==> src/rtl/pool_pkg.sv <==
// Shared definitions for the 2x2 pooling window feeder: FSM states,
// frame timing constants and the default data width.
package pool_pkg;

    typedef enum logic [1:0] {
        IDLE,
        RUN,
        FIN
    } pool_state_t;

    // One pooling frame per window: idle slot, four element slots, write slot.
    localparam int POOL_FRAME_LEN      = 6;
    localparam int POOL_DATA_W_DEFAULT = 32;

    localparam int SLOT_W = $clog2(POOL_FRAME_LEN);

    // Slots 0..3 issue element reads; slot 5 writes the pooled result.
    localparam logic [SLOT_W-1:0] SLOT_RD_END = SLOT_W'(4);
    localparam logic [SLOT_W-1:0] SLOT_LAST   = SLOT_W'(POOL_FRAME_LEN - 1);

endpackage

==> src/rtl/pool_addr_gen.sv <==
// Window element and result address generation for pool_window_feeder.
// Element k of window (r,c) sits at row 2r+k[1], column 2c+k[0]; all
// address arithmetic wraps modulo 2^ADDR_W.
module pool_addr_gen
    import pool_pkg::*;
#(
    parameter int ADDR_W = 16,
    parameter int DIM_W  = 8
) (
    input  logic [DIM_W-1:0]  r,
    input  logic [DIM_W-1:0]  c,
    input  logic [SLOT_W-1:0] slot,
    input  logic [DIM_W-1:0]  map_w,
    input  logic [DIM_W-1:0]  map_h,
    input  logic [DIM_W-1:0]  out_w,
    input  logic [ADDR_W-1:0] src_base,
    input  logic [ADDR_W-1:0] dst_base,
    output logic [ADDR_W-1:0] rd_addr,
    output logic [ADDR_W-1:0] wr_addr,
    output logic              pad
);

    localparam int WIDE_W = ADDR_W + 2 * DIM_W + 2;

    logic [DIM_W:0]    row;
    logic [DIM_W:0]    col;
    logic [WIDE_W-1:0] rd_full;
    logic [WIDE_W-1:0] wr_full;

    // Map (window, slot) to source/result addresses and flag elements outside the map.
    always_comb begin
        row     = {r, slot[1]};
        col     = {c, slot[0]};
        pad     = (slot < SLOT_RD_END) &&
                  ((row >= {1'b0, map_h}) || (col >= {1'b0, map_w}));
        rd_full = WIDE_W'(src_base) + WIDE_W'(row) * WIDE_W'(map_w) + WIDE_W'(col);
        wr_full = WIDE_W'(dst_base) + WIDE_W'(r) * WIDE_W'(out_w) + WIDE_W'(c);
        rd_addr = rd_full[ADDR_W-1:0];
        wr_addr = wr_full[ADDR_W-1:0];
    end

endmodule

==> src/rtl/pool_window_feeder.sv <==
// Streams non-overlapping 2x2 windows of a feature map into a pooler,
// one 6-slot frame per window, and writes each pooled result back.
// Optional feature: define POOL_FEED_PAD_EN to round the output size up
// and feed out-of-map elements as zero instead of dropping odd edges.
module pool_window_feeder
    import pool_pkg::*;
#(
    parameter int DATA_W = POOL_DATA_W_DEFAULT,
    parameter int ADDR_W = 16,
    parameter int DIM_W  = 8
) (
    input  logic              clk,
    input  logic              rst,
    input  logic              start,
    input  logic [DIM_W-1:0]  map_w,
    input  logic [DIM_W-1:0]  map_h,
    input  logic [ADDR_W-1:0] src_base,
    input  logic [ADDR_W-1:0] dst_base,
    output logic              rd_en,
    output logic [ADDR_W-1:0] rd_addr,
    input  logic [DATA_W-1:0] rd_data,
    output logic              pool_en,
    output logic [DATA_W-1:0] pool_data,
    input  logic [DATA_W-1:0] pool_result,
    output logic              wr_en,
    output logic [ADDR_W-1:0] wr_addr,
    output logic [DATA_W-1:0] wr_data,
    output logic              busy,
    output logic              done
);

    pool_state_t state;
    pool_state_t state_nxt;

    logic [SLOT_W-1:0] slot;
    logic [DIM_W-1:0]  r;
    logic [DIM_W-1:0]  c;
    logic              pad_q;

    logic [DIM_W-1:0]  cfg_w;
    logic [DIM_W-1:0]  cfg_h;
    logic [DIM_W-1:0]  cfg_out_w;
    logic [DIM_W-1:0]  cfg_out_h;
    logic [ADDR_W-1:0] cfg_src;
    logic [ADDR_W-1:0] cfg_dst;

    logic [DIM_W-1:0]  in_out_w;
    logic [DIM_W-1:0]  in_out_h;

    logic [ADDR_W-1:0] gen_rd_addr;
    logic [ADDR_W-1:0] gen_wr_addr;
    logic              gen_pad;

    logic              accept;
    logic              last_slot;
    logic              last_col;
    logic              last_row;

`ifdef POOL_FEED_PAD_EN
    // Round up so a trailing odd row/column still gets its own (padded) window.
    always_comb begin
        in_out_w = DIM_W'(({1'b0, map_w} + (DIM_W + 1)'(1)) >> 1);
        in_out_h = DIM_W'(({1'b0, map_h} + (DIM_W + 1)'(1)) >> 1);
    end
`else
    // Round down so the odd last row/column is simply never visited.
    always_comb begin
        in_out_w = map_w >> 1;
        in_out_h = map_h >> 1;
    end
`endif

    pool_addr_gen #(
        .ADDR_W (ADDR_W),
        .DIM_W  (DIM_W)
    ) u_addr_gen (
        .r        (r),
        .c        (c),
        .slot     (slot),
        .map_w    (cfg_w),
        .map_h    (cfg_h),
        .out_w    (cfg_out_w),
        .src_base (cfg_src),
        .dst_base (cfg_dst),
        .rd_addr  (gen_rd_addr),
        .wr_addr  (gen_wr_addr),
        .pad      (gen_pad)
    );

    // Position flags within the current frame and scan.
    always_comb begin
        accept    = (state == IDLE) && start;
        last_slot = (slot == SLOT_LAST);
        last_col  = (c == cfg_out_w - DIM_W'(1));
        last_row  = (r == cfg_out_h - DIM_W'(1));
    end

    // State register; reset drops straight to IDLE so a run is abandoned at once.
    always_ff @(posedge clk or posedge rst) begin
        if (rst) begin
            state <= IDLE;
        end else begin
            state <= state_nxt;
        end
    end

    // Config latch, slot/window counters and the pad flag of the previous slot.
    always_ff @(posedge clk or posedge rst) begin
        if (rst) begin
            slot      <= '0;
            r         <= '0;
            c         <= '0;
            pad_q     <= 1'b0;
            cfg_w     <= '0;
            cfg_h     <= '0;
            cfg_out_w <= '0;
            cfg_out_h <= '0;
            cfg_src   <= '0;
            cfg_dst   <= '0;
        end else begin
            pad_q <= gen_pad;
            if (accept) begin
                cfg_w     <= map_w;
                cfg_h     <= map_h;
                cfg_out_w <= in_out_w;
                cfg_out_h <= in_out_h;
                cfg_src   <= src_base;
                cfg_dst   <= dst_base;
                slot      <= '0;
                r         <= '0;
                c         <= '0;
            end else if (state == RUN) begin
                if (last_slot) begin
                    slot <= '0;
                    if (last_col) begin
                        c <= '0;
                        r <= last_row ? '0 : r + DIM_W'(1);
                    end else begin
                        c <= c + DIM_W'(1);
                    end
                end else begin
                    slot <= slot + SLOT_W'(1);
                end
            end
        end
    end

    // Next state and all outputs; everything is gated by state so non-RUN cycles are quiet.
    always_comb begin
        state_nxt = state;
        busy      = 1'b0;
        done      = 1'b0;
        rd_en     = 1'b0;
        rd_addr   = '0;
        pool_en   = 1'b0;
        pool_data = '0;
        wr_en     = 1'b0;
        wr_addr   = '0;
        wr_data   = '0;
        unique case (state)
            IDLE: begin
                if (start) begin
                    state_nxt = ((in_out_w == '0) || (in_out_h == '0)) ? FIN : RUN;
                end
            end
            RUN: begin
                busy    = 1'b1;
                pool_en = 1'b1;
                if ((slot < SLOT_RD_END) && !gen_pad) begin
                    rd_en   = 1'b1;
                    rd_addr = gen_rd_addr;
                end
                // Data read in the previous slot arrives now; padded elements read as zero.
                if ((slot != '0) && !last_slot && !pad_q) begin
                    pool_data = rd_data;
                end
                if (last_slot) begin
                    wr_en   = 1'b1;
                    wr_addr = gen_wr_addr;
                    wr_data = pool_result;
                    if (last_col && last_row) begin
                        state_nxt = FIN;
                    end
                end
            end
            FIN: begin
                busy      = 1'b1;
                done      = 1'b1;
                state_nxt = IDLE;
            end
            default: begin
                state_nxt = IDLE;
            end
        endcase
    end

endmodule
==> config.mk <==
export PLATFORM = sky130hd
export DESIGN_NAME = pool_window_feeder
export DESIGN_NICKNAME = d
export VERILOG_FILES = /design/src/rtl/pool_pkg.sv /design/src/rtl/pool_addr_gen.sv /design/src/rtl/pool_window_feeder.sv
export SDC_FILE = /design/constraint.sdc
export NUM_CORES = 1
export LEC_CHECK = 0
export ABC_AREA = 1
export BUFFER_PORTS_ARGS = -buffer_cell sky130_fd_sc_hd__buf_2
export CORE_MARGIN = 2
export CORE_UTILIZATION = 45
export DETAILED_ROUTE_END_ITERATION = 8
export HOLD_SLACK_MARGIN = 0.08
export PLACE_DENSITY_LB_ADDON = 0.15
export SLEW_MARGIN = 20
export SYNTH_ARGS = -nofsm -noshare
export SYNTH_HDL_FRONTEND = slang
export SYNTH_SLANG_ARGS = --single-unit
==> constraint.sdc <==
create_clock -name clk -period 7 [get_ports clk]
set_input_delay 0.35 -clock clk [delete_from_list [all_inputs] [get_ports clk]]
set_output_delay 0.35 -clock clk [all_outputs]
set_load 0.005 [all_outputs]
---- After elaboration in Yosys (flattened, before gate mapping) ----
Cells that the tools add are included.
storage, ports and cells
  bits in registers ....................... 84
  latch bits .............................. 0
  bits in writable memories ............... 0
  memory bits (read-only) ................. 0
  logic and storage cells ................. 87
  memories ................................ 0
operators by class
  add/subtract/negate cells ............... 9
  $mul .................................... 2
  div/mod/pow operators ................... 0
  $lt $le $gt $ge ......................... 3
  equal/unequal tests ..................... 8
  shifts and indexed selects .............. 0
  muxes and demuxes ....................... 32
  bitwise operators ....................... 0
  reductions and logical operators ........ 22
operator list
  kind                                                                count
  32-bit 2-to-1 mux                                                   4
  8-bit 2-to-1 mux                                                    9
  16-bit 2-to-1 mux                                                   4
  16-bit adder                                                        2
  9-bit by 8-bit greater-or-equal comparator with 1-bit output        2
  16-bit by 8-bit adder with 16-bit output                            1
  16-bit by 9-bit adder with 16-bit output                            1
  8-bit by 1-bit adder with 8-bit output, second input constant       2
  8-bit equality test                                                 2
  8-bit logical NOT                                                   2
  9-bit by 8-bit multiplier with 16-bit output                        1
  7-bit by 1-bit subtractor with 8-bit output, second input constant  2
  8-bit by 7-bit multiplier with 15-bit output                        1
  3-bit 2-to-1 mux                                                    3
  2-bit 2-to-1 mux                                                    4
  1-bit 2-to-1 mux                                                    7
  1-bit logical AND                                                   6
  3-bit AND reduction                                                 2
  2-bit nonzero test                                                  3
  2-bit != test, second input constant                                2
  2-bit case mux with 2 select lines                                  1
  3-bit by 1-bit adder with 3-bit output, second input constant       1
  3-bit equality test, second input constant                          1
  1-bit logical NOT                                                   3
  other kinds (9)                                                     10

---- Longest topological paths before layout ----
  depth after elaboration ................. 7
  mapped depth ............................ 28
  gate-level depth less buffers ........... 27

---- Hierarchy ----
From an unflattened synthesis, not the netlist that was laid out.
unflattened totals
  cell total of the unflattened synthesis .. 1638
  area total of the unflattened synthesis .. 11065.6 µm²
modules (own cells, without submodules)
  module              times used  cells each  area an instance (µm²)  sequential area each (µm²)
  pool_addr_gen       1           957         6691.4                  0.0
  pool_window_feeder  1           681         4374.2                  1751.7

---- Worst setup path before layout ----
OpenSTA, ideal clock, no wires.
  path type ............................... reg-to-output
  start ................................... register r[3]
  end ..................................... output wr_addr[15]
  arrival ................................. 5632 ps
  data required time ...................... 6650 ps
  slack ................................... 1018 ps
  stages on the path, launching flop included .. 28
  path buffers ............................ 1
  path through ............................ dfrtp_1 -> clkbuf_1 -> nand2_1 -> inv_1 -> fa_1 -> inv_1 -> fa_1 -> inv_1 -> fa_1 -> inv_1 -> fa_1 -> inv_1 -> ha_1 -> nand2_1 -> inv_1 -> a21boi_0 -> o21ai_0 -> a31oi_1 -> xor2_1 -> inv_1 -> ha_1 -> ha_1 -> a21o_1 -> a21oi_1 -> nor2_1 -> a211oi_1 -> a21oi_1 -> nor2_1
on the way
  longest elaborated chain between the ends .. 5
RTL lines
  what                                          RTL line                   source
  from (decl)                                   pool_window_feeder.sv:36   logic [DIM_W-1:0] r;
  from (signal assigned)                        pool_window_feeder.sv:137  r <= last_row ? '0 : r + DIM_W'(1);
  8-bit by 7-bit multiplier with 15-bit output  pool_addr_gen.sv:37        wr_full = WIDE_W'(dst_base) + WIDE_W'(r) * WIDE_W'(out_w) + WIDE_W'(c);
  16-bit adder                                  pool_addr_gen.sv:37
  16-bit by 8-bit adder with 16-bit output      pool_addr_gen.sv:37
  16-bit 2-to-1 mux                             pool_window_feeder.sv:177  if (last_slot) begin
  16-bit 2-to-1 mux                             pool_window_feeder.sv:160  unique case (state)
  to (decl)                                     pool_window_feeder.sv:26   output logic [ADDR_W-1:0] wr_addr,
Every way passes these cells.

==> results_dict.tcl <==
set metrics [dict create \
    vias 8889 \
    hold_viol_final 0 \
    first_pass_iters 5 \
    top_layer "met4" \
    cts.path.max_buffers 2 \
    areaGrowthSynthToFinish_pct 17.4 \
    finalCritPeriodShare_pct 93.8 \
    rsz0062_at_grt "no" \
    hold-path-endpoint "cfg_dst[11]$_DFFE_PP0P_" \
    p_per_area_nw_per_um2 405 \
    htree_levels 3 \
    syn-cell-area_um2 9750 \
    coreArea_um2 21200 \
    grt_pass1_vias 8533 \
    start_util_pct 46.1 \
    vias_per_cell 4.75 \
    synth_commonest_cells "339 x inv_1, 324 x nand2_1, 150 x nor2_1, 117 x ha_1, 84 x fa_1" \
    fmax_mhz 152 \
    syn_area_per_cell_um2 7.01 \
    rows 53 \
    power.share.sequential_pct 17.2 \
    instances_no_fill 1870 \
    min_from "dst_base[11]" \
    placedCellCount 1853 \
    setup.worst_path.end_class "output pin" \
    io_pins 216 \
    worstReg2RegStart "cfg_w[1]$_DFFE_PP0P_" \
    crit_required_ns 6.65 \
    share_comb_of_total_power_pct 71.0 \
    ys_warn_count 0 \
    power_leakage_nw 7.23 \
    intPower_mw 2.20 \
    relSlewSlack_pct 34.3 \
    antenna_found_initial 0 \
    finalSetupViolCount 0 \
    fp.dieArea_um2 22800 \
    place_hpwl_mm 21.5 \
    hp-class "in -> reg" \
    cts.sinks 70 \
    hold_path_depth 3 \
    tightest_slew_ns 0.986 \
    grt_start_max_net_pins 77 \
    yosysTopAreaCell "dfrtp_1" \
    critPathLaunch "cfg_w[4]$_DFFE_PP0P_" \
    synth_top_family_by_area "adder cells" \
    path_max_fanout 13 \
    synth_nets 1707 \
    cp_data_arrival_time_ns 6.21 \
    yosys.area_share.xor_xnor_pct 3.24 \
    cpMaxStageDelayCell "fa_1" \
    fin_skew_ns 0.00989 \
    switching_share_pct 52.7 \
    maxCapViolCount 0 \
    track_usage_pct 23.8 \
    wl_met1_mm 12.2 \
    synth_fa_ha_area_share_pct 32.3 \
    clockRootBuffer "clkbuf_16" \
    ys_types 37 \
    rrSetupSlack_ns 4.30 \
    cts_hold_buffers 0 \
    overflow 0 \
    layout.nets 1906 \
    drive_gt1_share_pct 16.6 \
    synthMuxAreaShare_pct 0 \
    portBuffers 215 \
    start_kind "flop" \
    async_flop_share_pct 100 \
    clkSlewWorstSetupHoldPaths_ns 0.06 \
    place_congestion 0.912 \
    antennaDiodeCount 0 \
    reg2reg_to "r[7]$_DFFE_PP0P_" \
    numCtsBuffers 9 \
    slowest_delay_ns 0.58 \
    place_ws_ns 0.665 \
    fillers 2141 \
    drt_iter0_drc 411 \
    grt_first_pass_wirelength_mm 41.8 \
    yosys_most_used_dff "dfrtp_1" \
    die_w_um 151 \
    postRouteAntennaNets 0 \
    vdd_drop_max_uv 196 \
    critPathKind "reg -> out" \
    cts_tree "built" \
    multi_input_area_um2 6560 \
    setup-tns-final_ns 0 \
    drc 0 \
    wl_mm 26.3 \
    layout_setup_ws_ns 0.437 \
    yosysSeqAreaShare_pct 18.0 \
    clockPowerShare_pct 11.8 \
    wl_per_cell_um 14.1 \
    post-route-util_pct 54.1 \
    met2_wirelength_mm 11.9 \
    synth.most_common_cell "inv_1" \
    min_period_ns 6.56 \
    whs_ns 0.186 \
    ys_seq_elements 70 \
    die_h_um 151 \
    synth_top_area_share_pct 18.0 \
    seq_area_um2 1760 \
    synth-simple-area-share_pct 23.3 \
    synth_edf_count 0 \
    slew_viol_final 0 \
    synthTopCellsByArea "dfrtp_1 18%, fa_1 17%, ha_1 15%" \
    p_sw_mw 2.44 \
    insertion_delay_ns 0.36 \
    synth_compound_area_share_pct 8.17 \
    rr_worst_depth 12 \
    cp_common_cell "inv_1" \
    syn_inst 1391 \
    wl_met3_mm 1.81 \
    status "finished, final reports clean" \
]
==> power groups by stage <==
stage / sequential, mW / combinational [mW] / clock (mW)
floorplan: 0.663 / 2.56 / 0
global route: 0.821 / 3.84 / 0.576
global placement: 0.792 / 3.27 / 0
detailed placement: 0.799 / 3.29 / 0
CTS: 0.792 / 3.33 / 0.561
finish: 0.797 / 3.30 / 0.548
==> stage by stage <==
stage / power [mW] / area, um^2
after floorplan: 3.23 / 9750
after global placement: 4.07 / 11100
after detailed placement: 4.09 / 11100
after CTS: 4.68 / 11400
after global routing: 5.24 / 11400
final: 4.64 / 11400
==> worst max-delay path by stage <==
| stage | endpoint | cells after the start | slack [ns] |
|---|---|---|---|
| after floorplan | wr_addr[15] | 27 | 1.02 |
| after CTS | wr_addr[15] | 28 | 0.22 |
| final | wr_addr[15] | 28 | 0.44 |
| after detailed placement | wr_addr[15] | 28 | 0.66 |
| after global routing | wr_addr[14] | 26 | 0.002 |
| after global placement | wr_addr[15] | 28 | 0.70 |
==> final cells by class <==
type                            count  area share (%)
Timing Repair Buffer              226            10.2
Multi-Input combinational cell    942            57.3
Inverter                          341            11.2
Clock buffer                       11            2.03
Clock inverter                      5           0.940
Sequential cell                    70            15.4
Tap cell                          275            3.01
==> per-layer routing <==
layer,GRT usage (%),vias to the layer above
met4,5.51,0
met2,40.1,314
li1,-,4593
met5,0,-
met1,32.3,3960
met3,3.73,22
==> worst max-delay path, delay by kind of cell, from the launching register on <==
family	cells	cell delay, ns
adders and majority gates	7	3.15
AOI/OAI and AO/OA	6	1.05
buffers and inverters	8	0.52
DFF	1	0.50
and+or+nand+nor	6	0.47
xor gates and xnor gates	1	0.17
==> cells in the final DEF (no fill, tap or decap), types with 5 or more instances in the layout <==
cell type / count
a21o_1: 7
a21oi_1: 53
buf_2: 215
buf_4: 10
clkbuf_16: 9
dfrtp_1: 65
dfrtp_2: 5
fa_1: 84
ha_1: 117
inv_1: 337
nand2_1: 324
nand3_1: 50
nand4_1: 12
nor2_1: 150
nor3_1: 13
o21a_1: 6
o21ai_0: 54
xnor2_1: 18
xor2_1: 18
==> registers in the layout, summed over array words and instances (netlist names) <==
name,count
cfg_src,16
r,8
cfg_h,8
cfg_dst,16
pad_q,1
state,2
slot,3
cfg_w,8
c,8
==> cell families (layout without fill, tap and decap cells) <==
| family | Yosys count | after routing |
|---|---|---|
| AND/OR/NAND/NOR | 564 | 564 |
| buffers and inverters | 379 | 583 |
| adder cells (fa/ha/maj) | 201 | 201 |
| AO/OA/AOI/OAI | 141 | 141 |
| flip-flops | 70 | 70 |
| XOR/XNOR | 36 | 36 |
==> timing repair <==
action | CTS | global route
hold endpoints to repair | 0 | 0
buffers inserted | 0 | 0
resized for setup | 0 | 10
setup endpoints to repair | 0 | 5
Power figures use the tool's default switching activity.
